File: src/rtl/dla_controller.sv
// dla_controller: DLA run sequencer (clear, seed, spawn/launch/walk loop) and VRAM port owner.
// Define DLA_CLEAR_EN to build the full-frame clear pass that runs before seeding.
module dla_controller #(
    parameter int unsigned AVN_AW       = 18,
    parameter int unsigned AVN_DW       = 16,
    parameter int unsigned HSIZE        = 640,
    parameter int unsigned VSIZE        = 480,
    parameter int unsigned NUM_PARTICLE = 1000
) (
    input  logic                     clk,
    input  logic                     rst,
    input  logic                     start,
    output logic                     busy,
    output logic                     done,
    output logic [15:0]              particle_count,
    output logic [$clog2(HSIZE)-1:0] walk_init_x,
    output logic [$clog2(VSIZE)-1:0] walk_init_y,
    output logic                     walk_start,
    input  logic                     walk_done,
    input  logic [AVN_AW-1:0]        walk_avn_address,
    input  logic                     walk_avn_write,
    input  logic [AVN_DW-1:0]        walk_avn_writedata,
    output logic                     walk_avn_waitrequest,
    output logic [AVN_AW-1:0]        vram_avn_address,
    output logic                     vram_avn_write,
    output logic [AVN_DW-1:0]        vram_avn_writedata,
    input  logic                     vram_avn_waitrequest
);

    localparam int unsigned XW = $clog2(HSIZE);
    localparam int unsigned YW = $clog2(VSIZE);
    localparam logic [AVN_AW-1:0] SeedAddr  = AVN_AW'(HSIZE / 2 + (VSIZE / 2) * HSIZE);
    localparam logic [XW-1:0]     SeedX     = XW'(HSIZE / 2);
    localparam logic [YW-1:0]     SeedY     = YW'(VSIZE / 2);
    localparam logic [15:0]       LastCount = 16'(NUM_PARTICLE);

    typedef enum logic [6:0] {
        StIdle   = 7'b0000001,
        StClear  = 7'b0000010,
        StSeed   = 7'b0000100,
        StSpawn  = 7'b0001000,
        StLaunch = 7'b0010000,
        StWalk   = 7'b0100000,
        StFin    = 7'b1000000
    } state_e;

    state_e          state_q, state_d;
    logic [15:0]     lfsr_q, lfsr_d;
    logic [15:0]     count_q, count_d;
    logic [XW-1:0]   init_x_q, init_x_d;
    logic [YW-1:0]   init_y_q, init_y_d;
    logic [XW-1:0]   cand_x;
    logic [YW-1:0]   cand_y;
    logic            cand_ok;

`ifdef DLA_CLEAR_EN
    localparam logic [AVN_AW-1:0] ClearLast = AVN_AW'(HSIZE * VSIZE - 1);
    logic [AVN_AW-1:0] clr_cnt_q, clr_cnt_d;
`endif

    // Stuck detection is by the walker's freeze write, so walk_done is informational only.
    logic unused_walk_done;
    assign unused_walk_done = walk_done;

    assign lfsr_d  = {1'b0, lfsr_q[15:1]} ^ (lfsr_q[0] ? 16'hB400 : 16'h0000);
    assign cand_x  = lfsr_q[XW-1:0];
    assign cand_y  = lfsr_q[15 -: YW];
    assign cand_ok = (32'(cand_x) < HSIZE) && (32'(cand_y) < VSIZE) &&
                     !((cand_x == SeedX) && (cand_y == SeedY));

    assign particle_count = count_q;
    assign walk_init_x    = init_x_q;
    assign walk_init_y    = init_y_q;

    always_comb begin
        state_d              = state_q;
        count_d              = count_q;
        init_x_d             = init_x_q;
        init_y_d             = init_y_q;
`ifdef DLA_CLEAR_EN
        clr_cnt_d            = clr_cnt_q;
`endif
        busy                 = (state_q != StIdle);
        done                 = 1'b0;
        walk_start           = 1'b0;
        vram_avn_address     = '0;
        vram_avn_write       = 1'b0;
        vram_avn_writedata   = '0;
        walk_avn_waitrequest = 1'b1;

        unique case (state_q)
            StIdle: begin
                if (start) begin
                    count_d = '0;
`ifdef DLA_CLEAR_EN
                    state_d = StClear;
`else
                    state_d = StSeed;
`endif
                end
            end
            StClear: begin
`ifdef DLA_CLEAR_EN
                vram_avn_write   = 1'b1;
                vram_avn_address = clr_cnt_q;
                if (!vram_avn_waitrequest) begin
                    if (clr_cnt_q == ClearLast) begin
                        clr_cnt_d = '0;
                        state_d   = StSeed;
                    end else begin
                        clr_cnt_d = clr_cnt_q + AVN_AW'(1);
                    end
                end
`else
                state_d = StSeed;
`endif
            end
            StSeed: begin
                vram_avn_write     = 1'b1;
                vram_avn_address   = SeedAddr;
                vram_avn_writedata = '1;
                if (!vram_avn_waitrequest) state_d = StSpawn;
            end
            StSpawn: begin
                if (cand_ok) begin
                    init_x_d = cand_x;
                    init_y_d = cand_y;
                    state_d  = StLaunch;
                end
            end
            StLaunch: begin
                walk_start = 1'b1;
                state_d    = StWalk;
            end
            StWalk: begin
                vram_avn_address     = walk_avn_address;
                vram_avn_write       = walk_avn_write;
                vram_avn_writedata   = walk_avn_writedata;
                walk_avn_waitrequest = vram_avn_waitrequest;
                if (walk_avn_write && !vram_avn_waitrequest) begin
                    count_d = count_q + 16'd1;
                    state_d = (count_d == LastCount) ? StFin : StSpawn;
                end
            end
            StFin: begin
                done    = 1'b1;
                state_d = StIdle;
            end
            default: state_d = StIdle;
        endcase
    end

    always_ff @(posedge clk) begin
        if (rst) begin
            state_q  <= StIdle;
            lfsr_q   <= 16'hACE1;
            count_q  <= '0;
            init_x_q <= '0;
            init_y_q <= '0;
`ifdef DLA_CLEAR_EN
            clr_cnt_q <= '0;
`endif
        end else begin
            state_q  <= state_d;
            lfsr_q   <= lfsr_d;
            count_q  <= count_d;
            init_x_q <= init_x_d;
            init_y_q <= init_y_d;
`ifdef DLA_CLEAR_EN
            clr_cnt_q <= clr_cnt_d;
`endif
        end
    end

endmodule

File: config.mk
export PLATFORM = sky130hd
export DESIGN_NAME = dla_controller
export DESIGN_NICKNAME = d
export VERILOG_FILES = /design/src/rtl/dla_controller.sv
export SDC_FILE = /design/constraint.sdc
export NUM_CORES = 1
export LEC_CHECK = 0
export CAP_MARGIN = 20
export CORE_ASPECT_RATIO = 0.7
export CORE_MARGIN = 2
export CORE_UTILIZATION = 46
export DETAILED_ROUTE_END_ITERATION = 16
export PLACE_DENSITY = 0.86
export SLEW_MARGIN = 20
export SYNTH_ARGS = -nofsm -noshare
export SYNTH_HDL_FRONTEND = slang
export SYNTH_SLANG_ARGS = --single-unit
File: constraint.sdc
create_clock -name clk -period 6.95 [get_ports clk]
set_clock_uncertainty 0.05 [all_clocks]
set_input_delay 1.39 -clock clk [delete_from_list [all_inputs] [get_ports clk]]
set_output_delay 1.39 -clock clk [all_outputs]
set_load 0.01 [all_outputs]
==> results.md, run 1 <==
* Cell Count, Final, Fillers Out at 490
* DR iter-0 viols at 112
* Leakage power at 1.661 nW
* CTS sink cnt at 54
* # setup viols final at 0
* TritonCTS clock tree: yes
* EDFF count, synth at 0
* Sequential standard cell area at 0.001081 mm^2
* Grt ovf at 0
* Share of layout cells above drive strength 1 at 5.783%
* Max VDD drop at 0.08823 mV
* PD cells at 147.4 mW/mm^2
* Max_cap viols at 0
* Reg2Reg Setup Slack at 4.45 ns
* Core area at 0.005698 mm^2
* CP required at 5.51 ns
* Die W at 95.76 um
* Number of global-route vias before repair at 2417
* Syn_area_per_cell at 8.526 um^2
* Rel. slew slack at 28.96%
* Worst setup EP type: output port
* Gr usage total at 22.12%
* Synth Net Count at 359
* Synthesized cell area at 0.002711 mm^2
* Max incr delay on CP at 0.63 ns
* Number of core rows at 23
* Final min period at 4.126 ns
* Final Cycle Share at 59.37%
* Worst skew pair latency at 0.31 ns
* Initial Util at 47.58%
* Post-DR vias/cell at 5.396
* Placed cell count at 483
* Share of the synthesized area in the top cell type at 39.87%
* Top FF cell, synth: dfxtp_1
* Largest net degree at the start of global routing at 55
* RSZ-0062 raised after global routing: false
* Syn. warnings at 0
* CP bufs+invs at 1
* Die height at 68.24 um
* Seq cells post-synth at 54
* Worst path depth at 4
* Top cell type by total area after synthesis: dfxtp_1
* Worst r2r path cells at 5
* Drt wl/cell at 14.47 um
* Hold Path Cell Cnt at 1
* Total CTS buffers at 5
* Htree depth at 2
* Hold Path Class: flip-flop to flip-flop
* Cts hold-fix bufs at 0
* First-pass GRT wire length at 11200 um
* ANT nets after route at 0
* CTS Buffer Depth at 2
* Routability cong. at 0.8273
* Footprint of the multi-input gates at 0.001496 mm^2
* Setup Crit Path Kind: flip-flop to output port
* Number of buffers added on ports at 112
* Total die area at 0.006534 mm^2
* Slew Limit Fails at 0
* Status: completed
* Setup TNS at 0 ns
* CTS Root Cell: clkbuf_8
* CP max FO at 36
* Top post-synthesis cells by area: dfxtp_1 (40%), mux2i_1 (6.6%), a21o_1 (6.4%), nor2_1 (6.2%), a21oi_1 (3.5%)
* Final hold vios at 0
* Seq/Total Area, Yosys at 39.87%
* I/O pin cnt at 114
* Postcts setup bufs at 0
* Worst Setup Start Kind: flip-flop
* Worst path cell trace: or4_4 -> nor2_4 -> and2_1 -> clkdlybuf4s50_1
* FILL cells at 465
* Initial antenna violation count at 0
* Min Hold Slack at 0.4052 ns
* CP arrival at 2.69 ns
* Remaining DRCs at 0
* CP delay by family, top: simple AND/OR/NAND/NOR gates
* Syn Inst Count at 318
* Via count at 2644
* Final WL at 7089 um
* Nets at 456
* Final Total Pwr at 0.5740 mW
* First-pass DRT Iterations at 4
* Worst-Margin Slew at 1.066 ns
* F_max at 0.2424 GHz
* N_diodes at 0
* Post-DP HPWL at 5138 um
* Clock Pin Slew Worst Setup and Hold Paths at 0.09 ns
* Distinct cells, synth at 46
* Post-cts sizing count at 0
* Ys async rst share at 0%
* Slowest CP cell: or4_4
* Area delta synth->final at 43.61%
==> routing by layer <==
metal  wire length (um)  vias to the layer above  GRT usage (%)
met5                  0                        -              0
met4                 38                        0          5.000
met3                718                        4          8.370
met2               3278                      113          35.75
met1               3054                     1218          28.30
li1                   -                     1309              -
==> metrics by stage <==
stage               utilization, %  setup slack [ns]  area, um^2
global placement             66.84             2.858        3809
floorplan                        -             3.547        2711
CTS                          68.25             2.426        3889
finish                       68.34             2.824        3894
detailed placement           66.84             2.785        3809
global route                 68.34             2.657        3894
==> cell type report <==
class / count / share of cell area [%]
Tap cell: 75 / 2.410
Clock buffer: 6 / 1.864
Inverter: 3 / 0.2892
Multi-Input combinational cell: 237 / 38.43
Clock inverter: 1 / 0.1928
Sequential cell: 54 / 27.76
Timing Repair Buffer: 114 / 29.05
==> state kept, by name (all words and copies together) (netlist names) <==
name and count:
lfsr_q 16, particle_count 16, state_q 6, walk_init_x 9, walk_init_y 7
==> logic make-up after synthesis <==
group	Yosys count	synth area share [%]
simple gates	137	27.32
compound gates	73	17.63
flops	54	39.87
xor+xnor	7	2.261
buf+inv	27	5.399
fa+ha+maj	1	0.4614
mux	19	7.060
==> power by group <==
group / total (mW) / switching, mW / internal [mW]
Sequential: 0.325 / 0.00735 / 0.317
Combinational: 0.0810 / 0.0338 / 0.0472
Clock: 0.168 / 0.0990 / 0.0693
Total: 0.574 / 0.140 / 0.434
==> cells in the final DEF (no fill, tap or decap), types with 2 or more instances in the layout <==
cell and n:
clkbuf_8 5, o211ai_1 2, nand4_1 3, and2_1 14, inv_1 3, a211oi_1 5
nand3b_1 5, or2_2 6, xor2_1 4, nor3_1 7, a21oi_1 19, nand2b_1 4
dfxtp_1 54, nor2_1 44, nor2b_1 7, nor3b_1 4, a21o_1 23, nand2_1 12
or4_1 2, nand4b_1 2, a31oi_1 3, nand3_1 10, xnor2_1 3, o21a_1 2
clkdlybuf4s50_1 111, mux2i_1 18, a41oi_1 2, or3_1 3, nor4_1 5, o21ai_0 11
buf_4 2
==> synthesized netlist by cell type, drive strengths merged (3+ instances only) <==
master	count
a211oi	6
a21o	23
a21oi	20
a31oi	3
and2	14
buf	8
clkbuf	16
dfxtp	54
inv	3
mux2i	18
nand2	12
nand2b	4
nand3	10
nand3b	5
nand4	3
nor2	45
nor2b	7
nor3	8
nor3b	4
nor4	5
o21ai	12
or2	6
or3	3
or4	3
xnor2	3
xor2	4
==> path summary, 6_finish.rpt <==
| path | start | to |
|---|---|---|
| hold reg to reg | lfsr_q[6] | lfsr_q[5] |
| setup reg to reg | particle_count[5] | state_q[3] |
| hold / removal | lfsr_q[6] | lfsr_q[5] |
| setup / recovery | state_q[6] | vram_avn_address[10] |
No activity file was read; power rests on OpenSTA's default activity.
==> run 2: changes to the inputs <==
Settings changed: CORE_UTILIZATION 46 to 39, PLACE_DENSITY 0.86 to 0.77.
Clock period 6.95 ns to 3.44 ns, I/O delays scaled along.
==> results.md, run 2 (synthesized netlist as in run 1, its figures left out) <==
* Status: completed
* Largest net degree at the start of global routing at 37
* Routability cong. at 0.8631
* N_diodes at 0
* DR iter-0 viols at 194
* Commonest non-fill, non-tap cell in the layout: clkdlybuf4s50_1
* Worst path cell trace: or4b_2 -> nor3_2 -> buf_4 -> a21o_1 -> clkdlybuf4s50_1
* Hold Path Class: flip-flop to flip-flop
* Clock Pin Slew Worst Setup and Hold Paths at 0.10 ns
* DP Area at 0.003847 mm^2
* Worst Setup Start Kind: flip-flop
* Max_cap viols at 0
* Postcts setup bufs at 0
* Final Cycle Share at 95.16%
* Net Sw Frac at 23.14%
* Nets at 458
* Total CTS buffers at 5
* CP required at 2.70 ns
* Initial Util at 40.32%
* Post-cts sizing count at 0
* Final hold vios at 0
* Setup Crit Path Kind: flip-flop to output port
* Setup TNS at 0 ns
* Worst setup EP type: output port
* CP max FO at 24
* CP arrival at 2.54 ns
* Grt ovf at 0
* CP bufs+invs at 2
* Area delta synth->final at 45.96%
* CP delay by family, top: simple AND/OR/NAND/NOR gates
* I/O pin cnt at 114
* # setup viols final at 0
* Max incr delay on CP at 0.74 ns
* F_max at 0.3055 GHz
* Remaining DRCs at 0
* Max VDD drop at 0.1630 mV
* Post-layout util at 58.85%
* Commonest non-fill, non-tap cells in the layout: clkdlybuf4s50_1 (111), dfxtp_1 (54), nor2_1 (44)
* First-pass DRT Iterations at 4
* Total die area at 0.007646 mm^2
* ANT nets after route at 0
* Gr usage total at 19.12%
* Final Total Pwr at 1.242 mW
* FILL cells at 602
* Cts hold-fix bufs at 0
* CTS Root Cell: clkbuf_8
* Min Hold Slack at 0.4100 ns
* TritonCTS clock tree: yes
* Number of core rows at 25
* Via count at 2660
* Clock share of power at 33.8%
* Worst-Margin Slew at 1.060 ns
* RSZ-0062 raised after global routing: false
* Die height at 73.76 um
* PD cells at 313.8 mW/mm^2
* Final instance area at 0.003958 mm^2
* Number of buffers added on ports at 112
* Rel. slew slack at 29.36%
* Flop pwr share at 52.9%
* Switching power at 0.2874 mW
* Initial antenna violation count at 0
* Final min period at 3.274 ns
* Post-DR vias/cell at 5.195
* Worst skew pair latency at 0.30 ns
* Post-DP HPWL at 5298 um
* Slowest CP cell: or4b_2
* Drt wl/cell at 14.18 um
* Slew Limit Fails at 0
* Number of global-route vias before repair at 2505
* First-pass GRT wire length at 12010 um
* Core area at 0.006725 mm^2
* CTS Buffer Depth at 2
* Share of layout cells above drive strength 1 at 6.459%
* Int Power at 0.9546 mW
* Die W at 103.7 um
* CTS sink cnt at 54
* Final WL at 7260 um
* Comb pwr share at 13.4%
* Htree depth at 2
* Leakage power at 1.685 nW
==> run 2: power by group through the flow <==
stage / logic (mW) / registers, mW / clock network [mW]
floorplan: 0.0862 / 0.664 / 0
global placement: 0.163 / 0.670 / 0
detailed placement: 0.166 / 0.671 / 0
CTS: 0.167 / 0.656 / 0.429
global route: 0.183 / 0.659 / 0.456
finish: 0.166 / 0.657 / 0.420
==> run 2: worst register-to-register path: cells and delay by family, from the launching register on <==
family / cells / cell delay (ns)
and+or+nand+nor: 4 / 1.57
AOI/OAI and AO/OA: 1 / 0.31
DFF: 1 / 0.48
==> run 2: final cells by class <==
cell class,instances,area [um^2],share of cell area (%)
clock buffers,6,72.57,1.834
clock inverters,2,37.54,0.9485
inverters,3,11.26,0.2845
multi-input cells,237,1491,37.69
flip-flops and latches,54,1081,27.32
well taps,94,117.6,2.972
repair buffers,116,1146,28.96
==> run 2: worst paths after layout <==
kind	start	to	slack [ns]	cells past startpoint
max reg2reg	particle_count[5]	state_q[6]	0.99	5
min	lfsr_q[6]	lfsr_q[5]	0.41	1
min reg2reg	lfsr_q[6]	lfsr_q[5]	0.41	1
max	state_q[3]	vram_avn_writedata[0]	0.17	5
==> run 2: metrics by stage <==
stage               setup WS (ns)  cells
floorplan                  0.7390    318
global placement           0.5369    504
detailed placement         0.5044    504
CTS                        0.1481    512
global route              0.02750    512
finish                     0.1665    512
==> run 2: layer usage <==
metal | vias up | part of all wire, % | GRT usage (%)
met5 | - | 0 | 0
met4 | 0 | 0.67 | 3.904
met3 | 4 | 9.1 | 6.477
met2 | 104 | 47 | 32.89
met1 | 1240 | 44 | 23.77
li1 | 1312 | - | -
